[src/rtl/uart_pkg.sv]
// rtl/uart_pkg.sv - shared UART constants and receive FSM state encoding
package uart_pkg;

    localparam int DATA_BITS = 8;

    localparam logic LINE_IDLE = 1'b1;

    typedef enum logic [2:0] {
        ST_IDLE  = 3'd0,
        ST_START = 3'd1,
        ST_DATA  = 3'd2,
        ST_STOP  = 3'd3,
        ST_BREAK = 3'd4
    } uart_state_t;

endpackage

[src/rtl/uart_sync2.sv]
// rtl/uart_sync2.sv - two-flop synchronizer for an asynchronous single-bit input
module uart_sync2 #(
    parameter logic RESET_VAL = 1'b1
) (
    input  logic clk,
    input  logic rst_n,
    input  logic d,
    output logic q
);

    logic meta_q;
    logic sync_q;

    always_ff @(posedge clk) begin
        if (!rst_n) begin
            meta_q <= RESET_VAL;
            sync_q <= RESET_VAL;
        end else begin
            meta_q <= d;
            sync_q <= meta_q;
        end
    end

    assign q = sync_q;

endmodule

[src/rtl/uart_rx_8n1.sv]
// rtl/uart_rx_8n1.sv - oversampling 8N1 UART receiver with stop-bit error and break handling
module uart_rx_8n1
    import uart_pkg::*;
#(
    parameter int OVERSAMPLE = 16
) (
    input  logic                 clk,
    input  logic                 rst_n,
    input  logic                 en,
    input  logic                 uart_rx,
    output logic [DATA_BITS-1:0] data,
    output logic                 valid,
    output logic                 frame_err,
    output logic                 busy
);

    localparam int CNT_W = $clog2(OVERSAMPLE);
    localparam logic [CNT_W-1:0] CNT_HALF = CNT_W'(OVERSAMPLE / 2 - 1);
    localparam logic [CNT_W-1:0] CNT_LAST = CNT_W'(OVERSAMPLE - 1);
    localparam logic [2:0]       IDX_LAST = 3'(DATA_BITS - 1);

    logic rx_s;

    uart_state_t          state_q, state_d;
    logic [CNT_W-1:0]     cnt_q, cnt_d;
    logic [2:0]           idx_q, idx_d;
    logic [DATA_BITS-1:0] shreg_q, shreg_d;
    logic [DATA_BITS-1:0] data_q, data_d;
    logic                 valid_q, valid_d;
    logic                 ferr_q, ferr_d;
    logic                 busy_q, busy_d;

    uart_sync2 #(
        .RESET_VAL(LINE_IDLE)
    ) u_sync (
        .clk  (clk),
        .rst_n(rst_n),
        .d    (uart_rx),
        .q    (rx_s)
    );

    always_ff @(posedge clk) begin
        if (!rst_n) begin
            state_q <= ST_IDLE;
            cnt_q   <= '0;
            idx_q   <= '0;
            shreg_q <= '0;
            data_q  <= '0;
            valid_q <= 1'b0;
            ferr_q  <= 1'b0;
            busy_q  <= 1'b0;
        end else begin
            state_q <= state_d;
            cnt_q   <= cnt_d;
            idx_q   <= idx_d;
            shreg_q <= shreg_d;
            data_q  <= data_d;
            valid_q <= valid_d;
            ferr_q  <= ferr_d;
            busy_q  <= busy_d;
        end
    end

    always_comb begin
        state_d = state_q;
        cnt_d   = cnt_q;
        idx_d   = idx_q;
        shreg_d = shreg_q;
        data_d  = data_q;
        valid_d = 1'b0;
        ferr_d  = 1'b0;

        if (!en) begin
            state_d = ST_IDLE;
            cnt_d   = '0;
            idx_d   = '0;
            shreg_d = '0;
        end else begin
            case (state_q)
                ST_IDLE: begin
                    if (rx_s != LINE_IDLE) begin
                        state_d = ST_START;
                        cnt_d   = '0;
                    end
                end
                ST_START: begin
                    // Half a bit in: a still-low line is a real start, and we are now mid-bit.
                    if (cnt_q == CNT_HALF) begin
                        cnt_d = '0;
                        if (rx_s == LINE_IDLE) begin
                            state_d = ST_IDLE;
                        end else begin
                            state_d = ST_DATA;
                            idx_d   = '0;
                        end
                    end else begin
                        cnt_d = cnt_q + CNT_W'(1);
                    end
                end
                ST_DATA: begin
                    if (cnt_q == CNT_LAST) begin
                        shreg_d = {rx_s, shreg_q[DATA_BITS-1:1]};
                        cnt_d   = '0;
                        idx_d   = idx_q + 3'd1;
                        if (idx_q == IDX_LAST) begin
                            state_d = ST_STOP;
                        end
                    end else begin
                        cnt_d = cnt_q + CNT_W'(1);
                    end
                end
                ST_STOP: begin
                    if (cnt_q == CNT_LAST) begin
                        cnt_d = '0;
                        if (rx_s == LINE_IDLE) begin
                            data_d  = shreg_q;
                            valid_d = 1'b1;
                            state_d = ST_IDLE;
                        end else begin
                            ferr_d  = 1'b1;
                            state_d = ST_BREAK;
                        end
                    end else begin
                        cnt_d = cnt_q + CNT_W'(1);
                    end
                end
                ST_BREAK: begin
                    // Hold here until the line recovers so a stuck-low line yields one error only.
                    if (rx_s == LINE_IDLE) begin
                        state_d = ST_IDLE;
                    end
                end
                default: begin
                    state_d = ST_IDLE;
                    cnt_d   = '0;
                    idx_d   = '0;
                end
            endcase
        end

        busy_d = (state_d != ST_IDLE);
    end

    assign data      = data_q;
    assign valid     = valid_q;
    assign frame_err = ferr_q;
    assign busy      = busy_q;

endmodule

[config.mk]
export PLATFORM = sky130hd
export DESIGN_NAME = uart_rx_8n1
export DESIGN_NICKNAME = d
export VERILOG_FILES = /design/src/rtl/uart_pkg.sv /design/src/rtl/uart_sync2.sv /design/src/rtl/uart_rx_8n1.sv
export SDC_FILE = /design/constraint.sdc
export NUM_CORES = 1
export LEC_CHECK = 0
export ABC_AREA = 1
export ABC_CLOCK_PERIOD_IN_PS = 1900
export CAP_MARGIN = 20
export CORE_UTILIZATION = 40
export DETAILED_ROUTE_END_ITERATION = 8
export SLEW_MARGIN = 15
export SYNTH_ARGS = -nofsm -noshare
export SYNTH_HDL_FRONTEND = slang
export SYNTH_SLANG_ARGS = --single-unit
export TNS_END_PERCENT = 20
[constraint.sdc]
create_clock -name clk -period 1.9 [get_ports clk]
set_input_delay 0.285 -clock clk [delete_from_list [all_inputs] [get_ports clk]]
set_output_delay 0.285 -clock clk [all_outputs]
set_load 0.01 [all_outputs]
== Word level (Yosys, flattened, before mapping) ==
Cells that the tools add are included.
Word-level totals
  memories kept: 0
  register bits after elaboration: 31
  RAM bits: 0
  ROM bits: 0
  logic and storage cells: 55
  latch bits: 0
Cells by class
  add/subtract/negate cells: 2
  multiply operators: 0
  reduce and logical (&&, ||, !) cells: 10
  divide/modulo/power cells: 0
  eq/ne operators: 11
  shift-type cells: 0
  order comparisons: 0
  bitwise operators: 2
  muxes and demuxes: 20
Operator list (count)
  2-to-1 mux 3 bit: 11
  case mux 4 bit (4 select lines): 1
  case mux 3 bit (5 select lines): 1
  2-to-1 mux 4 bit: 3
  AND reduction 4 bit: 3
  case mux 3 bit (3 select lines): 1
  inequality test 2 bit, second input constant: 4
  == test 3 x 2 -> 1 bit, second input constant: 2
  == test 3 bit, second input constant: 2
  AND reduction 2 bit: 3
  adder 4 x 1 -> 4 bit, second input constant: 1
  == test 4 x 3 -> 1 bit, second input constant: 1
  == test 4 bit, second input constant: 1
  adder 3 x 1 -> 3 bit, second input constant: 1
  == test 3 x 1 -> 1 bit, second input constant: 1
  logical NOT 3 bit: 1
  nonzero test 3 bit: 1
  OR reduction 3 bit: 1
  2-to-1 mux 1 bit: 2
  2-to-1 mux 2 bit: 1
  NOT 1 bit: 2
  OR reduction 2 bit: 1

== Depth between registers and ports, before layout ==
  depth in word-level cells: 6
  mapped depth: 10
  mapped depth without buffers: 10

== Modules after synthesis ==
Synthesis repeated with hierarchy kept, for this count alone.
Unflattened totals
  cell total of the unflattened synthesis: 183
  area total of the unflattened synthesis: 1335.0 um^2
By module, submodules not included
  uart_rx_8n1: cells an instance 177, instances 1, seq. area each 580.6 um^2, area each 1280.0 um^2
  uart_sync2: cells an instance 6, instances 1, seq. area each 40.0 um^2, area each 55.1 um^2

== Least setup slack after synthesis ==
Ideal clock, no wire load.
  kind: reg2reg
  from: register cnt_q[0]
  to: register data_q[0] (netlist: data[0])
  buffers on the path: 0
  slack: 0.620 ns
  stages on the path, launching flop included: 7
  arrival time: 1.164 ns
  setup time: 0.116 ns
  required time: 1.784 ns
  cell sequence: dfxtp_1 -> ha_1 -> nand3_4 -> nor2_4 -> nand3_4 -> o21ai_0 -> nor2_1
Between the ends
  word-level cells in the longest chain between the ends: 2
Ends and longest elaborated chain
  start: declaration: RTL line uart_rx_8n1.sv:25  | logic [CNT_W-1:0] cnt_q, cnt_d;
  start signal: assignment: RTL line uart_rx_8n1.sv:54  | cnt_q <= cnt_d;
  == test 4 bit: RTL line uart_rx_8n1.sv:113  | if (cnt_q == CNT_LAST) begin
  AND reduction 4 bit (no line)
  end signal: assignment: RTL line uart_rx_8n1.sv:57  | data_q <= data_d;
  end: declaration: RTL line uart_rx_8n1.sv:28  | logic [DATA_BITS-1:0] data_q, data_d;
No other way between the ends.
A chain may end at the register's enable or synchronous reset.

== Worst setup path after layout ==
  from: register cnt_q[0]
  to: register shreg_q[6]
Between the ends
  word-level cells in the longest chain between the ends: 2
Ends and longest elaborated chain
  == test 4 bit: RTL line uart_rx_8n1.sv:101  | if (cnt_q == CNT_LAST) begin
  AND reduction 2 bit (no line)
  end signal: assignment: RTL line uart_rx_8n1.sv:56  | shreg_q <= shreg_d;
  end: declaration: RTL line uart_rx_8n1.sv:27  | logic [DATA_BITS-1:0] shreg_q, shreg_d;
No other way between the ends.

==> flow_metrics.tcl <==
set metrics [dict create \
    ff_latch_area_um2 621 \
    min_period_ns 1.53 \
    ir_worst_vdd_v 0.000316 \
    numCtsBuffers 5 \
    arrival_ns 1.74 \
    clkLatencyLatePin_ns 0.32 \
    synth.avg_cell_area_um2 7.13 \
    place_hpwl_mm 1.97 \
    cts_setup_buffers 0 \
    drt_iter0_markers 34 \
    wl_mm 2.55 \
    path_class "reg -> reg" \
    max_clock_freq_ghz 0.653 \
    critPathCaptureType "flip-flop" \
    outcome "finished clean" \
    drt_pre_antenna_iters 4 \
    io_buffers 14 \
    clk_pin_slew_ns 0.10 \
    start_kind "flip-flop" \
    p_leak_uw 0.000753 \
    hold_path.class "reg -> reg" \
    core_um2 3130 \
    ys_ff_latch 31 \
    worst_path_max_delay_cell "dfxtp_1" \
    final_nets 216 \
    wire_per_inst_um 10.1 \
    grt_use_total 0.164 \
    cts.repair.resized 0 \
    grt_pass1_vias 1028 \
    fin_skew_ns 0.00680 \
    maxSlewViolCount 0 \
    power.density_nw_per_um2 678 \
    area_delta_synth_final_pct 17.8 \
    power_uw 1080 \
    hold_viol_final 0 \
    r2r-start "cnt_q[0]" \
    die-height_um 60.2 \
    crit_chain "ha_1, nand3_4, nor2_4, inv_1, o21ai_1, a21oi_1" \
    overflow 0 \
    ys_types 18 \
    clock-sinks 31 \
    cts_buffer_depth 2 \
    utilization 0.510 \
    synth.cell_area_um2 1360 \
    drc 0 \
    antenna_found_initial 0 \
    dp_cells 246 \
    num_vias 1148 \
    die_w_um 60.2 \
    worst_pin_slew_ns 0.332 \
    ant_nets 0 \
    multi_input_area_um2 618 \
    yosysWarnings 0 \
    maxCapViolations 0 \
    start_util 0.433 \
    fin_cells 253 \
    fin_setup_tns_ns 0 \
    ios 15 \
    post_drt_via_cell_ratio 4.54 \
    cts_root_buf "clkbuf_4" \
    cp_slowest_stage_delay_ns 0.38 \
    min-delay-start "u_sync.meta_q" \
    htree_levels 2 \
    drive_above_1_share 0.0766 \
    max_slew_margin 0.778 \
    rows 20 \
    netlist_instances 190 \
    hold_buffers 0 \
    rsz0062_at_grt "no" \
    critPathRequiredTime_ns 2.11 \
    die-area_um2 3620 \
    cp-startpoint "cnt_q[0]" \
    syn_nets 197 \
    yosysSeqAreaShare 0.458 \
    cts_tree "built" \
    grt_first_pass_wirelength_mm 4.35 \
    grt_max_degree 14 \
    finalCritPeriodShare 0.806 \
    diodes 0 \
    n_fill_cell 319 \
    finalSetupViolations 0 \
    worst-path-max-fanout 12 \
    globalplace.congestion 0.785 \
]
Yosys cell counts, drive strengths merged:
cell	instances	area (µm²)
nand3	13	90.1
a21oi	6	30.0
buf	2	12.5
dfxtp	31	621
inv	24	90.1
nor2	51	209
nand2	36	135
clkinv	1	8.76
or2	2	12.5
xnor2	1	8.76
ha	3	37.5
o21ai	19	95.1
clkbuf	1	5.00
worst paths after layout:
path / to / slack [ns] / cells after the start
max reg2reg: shreg_q[6] / 0.37 / 6
min: u_sync.q / 0.43 / 1
min reg2reg: u_sync.q / 0.43 / 1
max: shreg_q[6] / 0.37 / 6
kinds of logic (layout without fill, tap and decap cells):
group | after synthesis | in the layout | share of synthesized area
adders and majority gates | 3 | 3 | 0.0277
DFF | 31 | 31 | 0.458
xor gates and xnor gates | 1 | 1 | 0.00646
AOI/OAI and AO/OA | 25 | 25 | 0.0923
buffers and inverters | 28 | 47 | 0.0859
and+or+nand+nor | 102 | 102 | 0.330
critical path, delay by kind of cell (launching register included):
kind	cells	cell delay, ns
simple gates	2	0.43
compound gates	2	0.19
flops	1	0.38
fa+ha+maj	1	0.25
buf+inv	1	0.16
through the flow:
stage	cell area, µm²	setup slack (ns)	hold slack (ns)
after CTS	1600	0.361	0.440
after global routing	1600	0.216	0.443
after floorplan	1360	0.620	0.392
after detailed placement	1540	0.276	0.417
final	1600	0.369	0.433
after global placement	1540	0.377	0.403
layout by cell type, fill, tap and decap left out, drive strengths merged, types with 2 or more instances in the layout:
| master | count |
|---|---|
| clkbuf | 6 |
| or2 | 2 |
| a21oi | 6 |
| nor2 | 51 |
| o21ai | 19 |
| clkdlybuf4s50 | 14 |
| nand2 | 36 |
| ha | 3 |
| clkinv | 2 |
| inv | 24 |
| nand3 | 13 |
| dfxtp | 31 |
power breakdown:
group	internal, µW	switching [µW]	leakage [µW]
Combinational	17.8	24.5	0.000468
Clock	171	212	0.0000341
Sequential	653	3.25	0.000250
final cells by class:
| type | instances | area share |
|---|---|---|
| clock buffers | 6 | 0.0321 |
| clock inverters | 1 | 0.00313 |
| inverters | 25 | 0.0619 |
| multi-input cells | 131 | 0.387 |
| flip-flops and latches | 31 | 0.389 |
| well taps | 44 | 0.0345 |
| repair buffers | 15 | 0.0925 |
registers in the layout, indices dropped and copies added, names as in the netlist:
name	cells
frame_err	1
valid	1
data	8
idx_q	3
u_sync.meta_q	1
cnt_q	4
state_q	3
busy	1
shreg_q	8
u_sync.q	1
metal layers:
| metal | vias up | GRT usage | routed length [µm] |
|---|---|---|---|
| met5 | - | 0 | 0 |
| met4 | 0 | 0.0897 | 34 |
| met3 | 4 | 0.0390 | 65 |
| met2 | 12 | 0.264 | 1210 |
| met1 | 507 | 0.201 | 1240 |
| li1 | 625 | - | - |
(Power assumes the default switching activity.)
